===== src/rtl/cva6_rvfi_serializer.sv =====
// Compacts CVA6 RVFI commit records into a FIFO, tags them with a retirement
// order number and drains them one per cycle to a single-lane trace sink.

package config_pkg;
    typedef struct packed {
        int unsigned NrCommitPorts;
    } cva6_cfg_t;

    localparam cva6_cfg_t cva6_cfg_empty = '{NrCommitPorts: 32'd2};

    // Minimal record used when the instantiating core does not supply its own type.
    typedef struct packed {
        logic        valid;
        logic        trap;
        logic [31:0] insn;
        logic [63:0] pc_rdata;
    } rvfi_lite_t;
endpackage

module cva6_rvfi_serializer #(
    parameter config_pkg::cva6_cfg_t CVA6Cfg      = config_pkg::cva6_cfg_empty,
    parameter type                   rvfi_instr_t = config_pkg::rvfi_lite_t,
    parameter int unsigned           FifoDepth    = 8
) (
    input  logic                                           clk_i,
    input  logic                                           rst_i,
    input  rvfi_instr_t [CVA6Cfg.NrCommitPorts-1:0]        rvfi_i,
    output rvfi_instr_t                                    trace_o,
    output logic [63:0]                                    trace_order_o,
    output logic                                           trace_valid_o,
    input  logic                                           trace_ready_i,
    output logic [$clog2(FifoDepth):0]                     fill_o,
    output logic                                           overflow_o,
    output logic [15:0]                                    drop_cnt_o
);

    localparam int unsigned NrPorts = CVA6Cfg.NrCommitPorts;
    localparam int unsigned AW      = $clog2(FifoDepth);
    localparam int unsigned CW      = AW + 1;

    logic [CW-1:0] count_q;
    logic [AW-1:0] wptr_q, rptr_q;
    logic [63:0]   order_q;
    logic          overflow_q;
    logic [15:0]   drop_cnt_q;

    rvfi_instr_t   mem_q     [FifoDepth];
    logic [63:0]   ord_mem_q [FifoDepth];

    logic [CW-1:0] slot [NrPorts];
    logic [CW-1:0] k, free, stored, dropped;
    logic          pop;
    logic [16:0]   drop_sum;

    // slot[i] is the compacted position of port i among this cycle's valid records.
    always_comb begin
        k = '0;
        for (int i = 0; i < NrPorts; i++) begin
            slot[i] = k;
            k       = k + CW'(rvfi_i[i].valid);
        end
        // Free space ignores a same-cycle pop so trace_ready_i never gates acceptance.
        free     = CW'(FifoDepth) - count_q;
        stored   = (k < free) ? k : free;
        dropped  = k - stored;
        pop      = trace_valid_o && trace_ready_i;
        drop_sum = {1'b0, drop_cnt_q} + 17'(dropped);
    end

    always_ff @(posedge clk_i) begin
        if (!rst_i) begin
            for (int i = 0; i < NrPorts; i++) begin
                if (rvfi_i[i].valid && (slot[i] < free)) begin
                    mem_q[wptr_q + AW'(slot[i])]     <= rvfi_i[i];
                    ord_mem_q[wptr_q + AW'(slot[i])] <= order_q + 64'(slot[i]);
                end
            end
        end
    end

    always_ff @(posedge clk_i) begin
        if (rst_i) begin
            count_q    <= '0;
            wptr_q     <= '0;
            rptr_q     <= '0;
            order_q    <= '0;
            overflow_q <= 1'b0;
            drop_cnt_q <= '0;
        end else begin
            count_q <= count_q + stored - CW'(pop);
            wptr_q  <= wptr_q + AW'(stored);
            rptr_q  <= rptr_q + AW'(pop);
            // Dropped records still consume order numbers, leaving a visible gap.
            order_q <= order_q + 64'(k);
            if (dropped != '0) overflow_q <= 1'b1;
            drop_cnt_q <= drop_sum[16] ? 16'hFFFF : drop_sum[15:0];
        end
    end

    assign trace_valid_o = (count_q != '0);
    assign trace_o       = trace_valid_o ? mem_q[rptr_q] : '0;
    assign trace_order_o = trace_valid_o ? ord_mem_q[rptr_q] : '0;
    assign fill_o        = count_q;
    assign overflow_o    = overflow_q;
    assign drop_cnt_o    = drop_cnt_q;

endmodule


===== config.mk =====
export PLATFORM = sky130hd
export DESIGN_NAME = cva6_rvfi_serializer
export DESIGN_NICKNAME = d
export VERILOG_FILES = /design/src/rtl/cva6_rvfi_serializer.sv
export SDC_FILE = /design/constraint.sdc
export NUM_CORES = 2
export LEC_CHECK = 0
export BUFFER_PORTS_ARGS = -buffer_cell sky130_fd_sc_hd__buf_2
export CORE_MARGIN = 2
export CORE_UTILIZATION = 59
export DETAILED_ROUTE_END_ITERATION = 10
export PLACE_DENSITY = 0.77
export SLEW_MARGIN = 25
export SYNTH_ARGS = -nofsm -noshare
export SYNTH_HDL_FRONTEND = slang
export SYNTH_SLANG_ARGS = --single-unit

===== constraint.sdc =====
create_clock -name clk_i -period 37.2 [get_ports clk_i]
set_input_delay 1.86 -clock clk_i [delete_from_list [all_inputs] [get_ports clk_i]]
set_output_delay 1.86 -clock clk_i [all_outputs]
set_load 0.02 [all_outputs]

# After elaboration in Yosys (flattened, before gate mapping)
# Memories as Yosys holds them, arrays and structs flattened. A register that Yosys moved wholly into a read port is not among the register bits.
# Index checks and enable logic that the tools add are counted.
# W data, S select, Z words.
# op_classes
addsub	11
n_lt_le_gt_ge	3
n_mux	12
reduce_logical	5
# ops
cell	n
$mux W98	1
$add A64 B1 Y64	1
$add A64 B2 Y64	1
$mux W64	1
$add A16 B4 Y17	1
$mux W16	1
$reduce_bool A4 Y1	2
$add A3 B1 Y3	2
$mux W1	6
$mux W3	2
$add A4 B4 Y4	1
$lt A1 B4 Y1	1
$lt A1 B4 Y1 const A	1
$lt A2 B4 Y1	1
$mux W4	1
$sub A2 B4 Y4	1
$sub A4 B1 Y4	1
$sub A4 B4 Y4 const A	1
$add A3 B3 Y3	1
$logic_and A1 B1 Y1	3
$add A1 B1 Y2	1
# word_totals
ff_bits	91
ram_bits	1296
inputBits	199
out_inout_bits	184
word_cells	39
mem_count	2
# mem_list
memory	words	word_bits	rd	rd_clocked_by_memory_dff	wr	line	source
mem_q	8	98	1	1	2	47	rvfi_instr_t mem_q [FifoDepth];
ord_mem_q	8	64	1	1	2	48	logic [63:0] ord_mem_q [FifoDepth];

# Logic depth before layout (Yosys ltp)
# depth
depth_word	6
ltp_mapped	19
ltp_nobuf	17

# Worst setup path after synthesis
# OpenSTA, ideal clock, no wires.
# synth_path
path_kind	input -> register
startpoint	input port rvfi_i[97] in the netlist's numbering
endpoint	memory mem_q[0][0] in the netlist's numbering, enable pin
setup_time_ns	1.120
t_arrival_ns	18.606
path_slack_ns	17.474
stages	4
n_path_buf	1
path_cell_list	clkbuf_1 -> nor2b_1 -> o21ai_0 -> o41ai_1
# synth_lines
element	line	source
start, declared	27	input rvfi_instr_t [CVA6Cfg.NrCommitPorts-1:0] rvfi_i,
end, declared	47	

==> results.md <==
Synth:
- Counting flops with an async set or reset pin after synthesis yields a share of 0.
- In this run, synthesis produced a sequential element count of 1,387.
- By area, the combinational part of the netlist is dominated by simple AND/OR/NAND/NOR gates.
- Of the total synthesized cell area, the portion taken by full adders, half adders and majority gates is 0.00538.
- After synthesis, the share of cell area in mux cells is 0.123.
- The part of the Yosys area used for sequential elements is 0.558.
- The average cell area after synthesis is 10.9 um^2.
- Yosys mapped a number of flops with a built-in enable equal to 1,296.
- The number of library cell types mapped by synthesis is 66.
- Counting every net in the synthesized netlist gives 6,946.
- The share of the synthesized area in compound gates (AO/OA/AOI/OAI) is 0.0134.
- The area of the mapped netlist is 73,000 um^2.
- For this run, the leading register cell type out of synthesis is sky130_fd_sc_hd__edfxtp_1.
- Of the total synthesized cell area, the portion taken by AND, OR, NAND and NOR gates is 0.191.
- For this run, the number of Yosys warnings is 0.
- The number of cells produced by synthesis is 6,718.
- The xor/xnor cell area share of the yosys netlist is 0.0641.

STA:
- The final count of hold timing violations is 0.
- The clock skew is 0.0368 ns.
- The worst pin sits at a relative slew slack of -0.0245.
- The final count of pins violating max slew is 26.
- The setup slack after layout is 30.61 ns.
- The smallest clock period supported by the final layout is computed as 6.59 ns.
- The maximum clock rate is 0.152 GHz.
- Setup violations remaining at the end of the flow were counted as 0.
- The slew at the pin with the worst max-slew slack is 1.54 ns.
- Of the available clock period, the critical path in the final layout requires 0.177.
- The sum of negative setup slack is 0 ns.
- Setup repair after global routing left no endpoint under its margin.
- The final-layout worst hold slack is 0.497 ns.

Power and ir drop:
- The maximum vdd ir drop is 47.3 uV.
- Power spread over the standard cell area amounts to 62.2 nW/um^2.
- The total design power is 0.00495 W.
- The leakage power summed over all cells is 30.7 nW.

Die:
- The initial utilization of the core area, before any placement, comes to 0.593.
- The die is 356 um tall.
- From left edge to right edge, the die measures 356 um.
- The area of the core is 123,000 um^2.
- The floorplan has 129 rows.
- Pin placement for this block handled 383 I/O pins.
- The die area is 127,000 um^2.

Flow run:
- The count of max-cap constraint violations is 0.

Detailed routing:
- The count of nets left with antenna violations once routing finished came out at 0.
- In the routed layout, each cell is associated on average with a via count of 6.18.
- The remaining design rule violation count is 0.
- For this block, the via count after detailed routing is 52,193.
- The count of routing violations after the opening detailed-route iteration is 7,198.
- The total detailed-routing wirelength is 211,000 um.
- The wire length per cell is 24.9 um.
- The length of the first detailed-routing pass in iterations is 6.

Final layout:
- From synthesis to final layout, the design area changed by 9.06%.
- The count of fill cells added during filler insertion is 9,090.
- The final net count is 6,888.
- The proportion of layout cells with a drive suffix above 1 is 0.156.
- The post-layout utilization of the core is 0.646.

Setup path:
- The slack of the worst reg-to-reg path is 32.15 ns.
- The nature of the critical path startpoint is a register.
- The kind of critical path is register to output pin.
- The required time of the worst setup path is 35.34 ns.
- The critical-path maximum fanout is 59.
- STA classifies the critical path endpoint as an output pin.
- The arrival time at the worst endpoint is 4.73 ns.

Global routing:
- The maximum number of pins on one net before global-route repair is 142.
- The global-route wire length before repair is 317,000 um.
- The total global-route track usage is 0.333.
- Summed over all layers, the global routing overflow is 0.
- The number of antenna violations at the first check in global routing came to 41.
- The number of global-route vias before repair came to 52,095.

Placement:
- The half-perimeter wire length of the detailed placement result is 114,000 um.
- The worst setup slack before clock tree synthesis is 30.83 ns.
- Port buffering added 382 buffers.
- The final estimated routing congestion in global placement is 0.888.

Clock tree:
- The clock tree from TritonCTS is yes.
- The largest buffer count on any clock path is 3.
- The number of post-CTS setup repair buffers is 0.
- The clock buffer count from CTS is 147.
- Buffers inserted to repair hold after CTS numbered 0.
- The number of sinks on the clock net is 1,387.
- Clock-pin slew was measured on the worst setup and hold paths at 0.06 ns.
- Gates resized during post-CTS repair numbered 0.
- At the later pin of the worst-skew pair, clock insertion delay measures 0.79 ns.
- CTS built an H-tree with a depth of 4.
- The tree is rooted in a sky130_fd_sc_hd__clkbuf_16.

Outcome:
- The flow ran to the end, but the final reports show violations.
- The checks that failed: slew limit.

Worst hold path:
- The classification of the worst-slack hold path is register to register.
## worst paths after layout
path,from,endpoint,depth (start not counted)
worst max-delay path,rptr_q[1],trace_order_o[49],6
worst min-delay path,drop_cnt_o[15],drop_cnt_o[12],2
worst max register to register,fill_o[0],drop_cnt_o[0],18
worst min register to register,drop_cnt_o[15],drop_cnt_o[12],2
## flip-flops by register name, summed over array words and instances (netlist names)
register / count
drop_cnt_o: 16
fill_o: 4
mem_q: 784
ord_mem_q: 512
order_q: 64
overflow_o: 1
rptr_q: 3
wptr_q: 3
## report_power, final
part | switching, W | total [W] | internal, W
Sequential | 0.0000651 | 0.00200 | 0.00193
Clock | 0.000634 | 0.00144 | 0.000807
Combinational | 0.000992 | 0.00151 | 0.000522
## cell type report
class                   count  area [um^2]  share of cell area
inverters                  30          113             0.00141
repair buffers            451         2660              0.0334
well taps                1637         2050              0.0257
clock inverters            77          726             0.00912
flip-flops and latches   1387        40800               0.512
clock buffers             190         3930              0.0493
multi-input cells        4643        29300               0.368
diodes                     37         92.6             0.00116
## routing by layer
metal / global-route usage / wire, um / vias to the layer above
met4: 0.162 / 8940 / 10
li1: - / - / 22747
met2: 0.543 / 103000 / 3507
met3: 0.0575 / 23400 / 522
met1: 0.436 / 75800 / 25407
met5: 0 / 63 / -
## layout by cell type (no fill, tap or decap), drive strengths merged, types with 24 or more instances in the layout
master | synthesis | layout
mux4 | 324 | 324
nand3 | 43 | 43
nor2 | 542 | 542
xor2 | 369 | 369
diode | 0 | 37
nor3 | 58 | 58
o21ai | 24 | 24
nand2 | 2581 | 2581
inv | 30 | 37
ha | 25 | 25
mux2i | 162 | 162
nand4 | 76 | 76
clkinv | 0 | 60
dfxtp | 91 | 91
nor4 | 45 | 45
buf | 347 | 451
xnor2 | 165 | 165
edfxtp | 1296 | 1296
clkbuf | 311 | 190
a21oi | 44 | 44
## cell usage after synthesis, types with 14 or more instances
library cell | count | area share
sky130_fd_sc_hd__nor2b_1 | 18 | 0.0015
sky130_fd_sc_hd__edfxtp_1 | 1296 | 0.53
sky130_fd_sc_hd__a21oi_1 | 44 | 0.0030
sky130_fd_sc_hd__nor2_1 | 541 | 0.028
sky130_fd_sc_hd__buf_1 | 56 | 0.0029
sky130_fd_sc_hd__dfxtp_1 | 91 | 0.025
sky130_fd_sc_hd__nand2_1 | 2580 | 0.13
sky130_fd_sc_hd__ha_1 | 25 | 0.0043
sky130_fd_sc_hd__inv_1 | 27 | 0.0014
sky130_fd_sc_hd__mux4_2 | 324 | 0.10
sky130_fd_sc_hd__nand3_1 | 38 | 0.0026
sky130_fd_sc_hd__xnor2_1 | 165 | 0.020
sky130_fd_sc_hd__mux2i_1 | 162 | 0.022
sky130_fd_sc_hd__or3_1 | 16 | 0.0014
sky130_fd_sc_hd__nor4_1 | 33 | 0.0028
sky130_fd_sc_hd__o31ai_1 | 18 | 0.0019
sky130_fd_sc_hd__o21ai_0 | 23 | 0.0016
sky130_fd_sc_hd__buf_2 | 172 | 0.012
sky130_fd_sc_hd__clkbuf_1 | 308 | 0.016
sky130_fd_sc_hd__xor2_1 | 369 | 0.044
sky130_fd_sc_hd__nand4_1 | 69 | 0.0059
sky130_fd_sc_hd__buf_4 | 119 | 0.012
sky130_fd_sc_hd__nor3_1 | 56 | 0.0038
sky130_fd_sc_hd__or4_1 | 14 | 0.0014
## cell families (layout without fill, tap and decap cells)
logic type	after synthesis	in the layout
xor+xnor	534	534
compound gates	138	138
flops	1387	1387
mux	492	492
simple gates	3450	3450
other cells	0	37
fa+ha+maj	29	29
buf+inv	688	748
## stage by stage
stage               cells  cell area (um^2)
floorplan            6718             73000
global placement     8148             74800
detailed placement   8148             74800
CTS                  8415             79500
global route         8448             79600
finish               8452             79600
## critical path: stages (launching register included)
cell,delay [ns]
sky130_fd_sc_hd__dfxtp_4,0.90
sky130_fd_sc_hd__buf_4,0.72
sky130_fd_sc_hd__buf_4,0.85
sky130_fd_sc_hd__mux4_2,0.43
sky130_fd_sc_hd__mux2i_1,0.60
sky130_fd_sc_hd__nor2_1,0.09
sky130_fd_sc_hd__buf_2,0.19
Power figures use the tool's default switching activity.
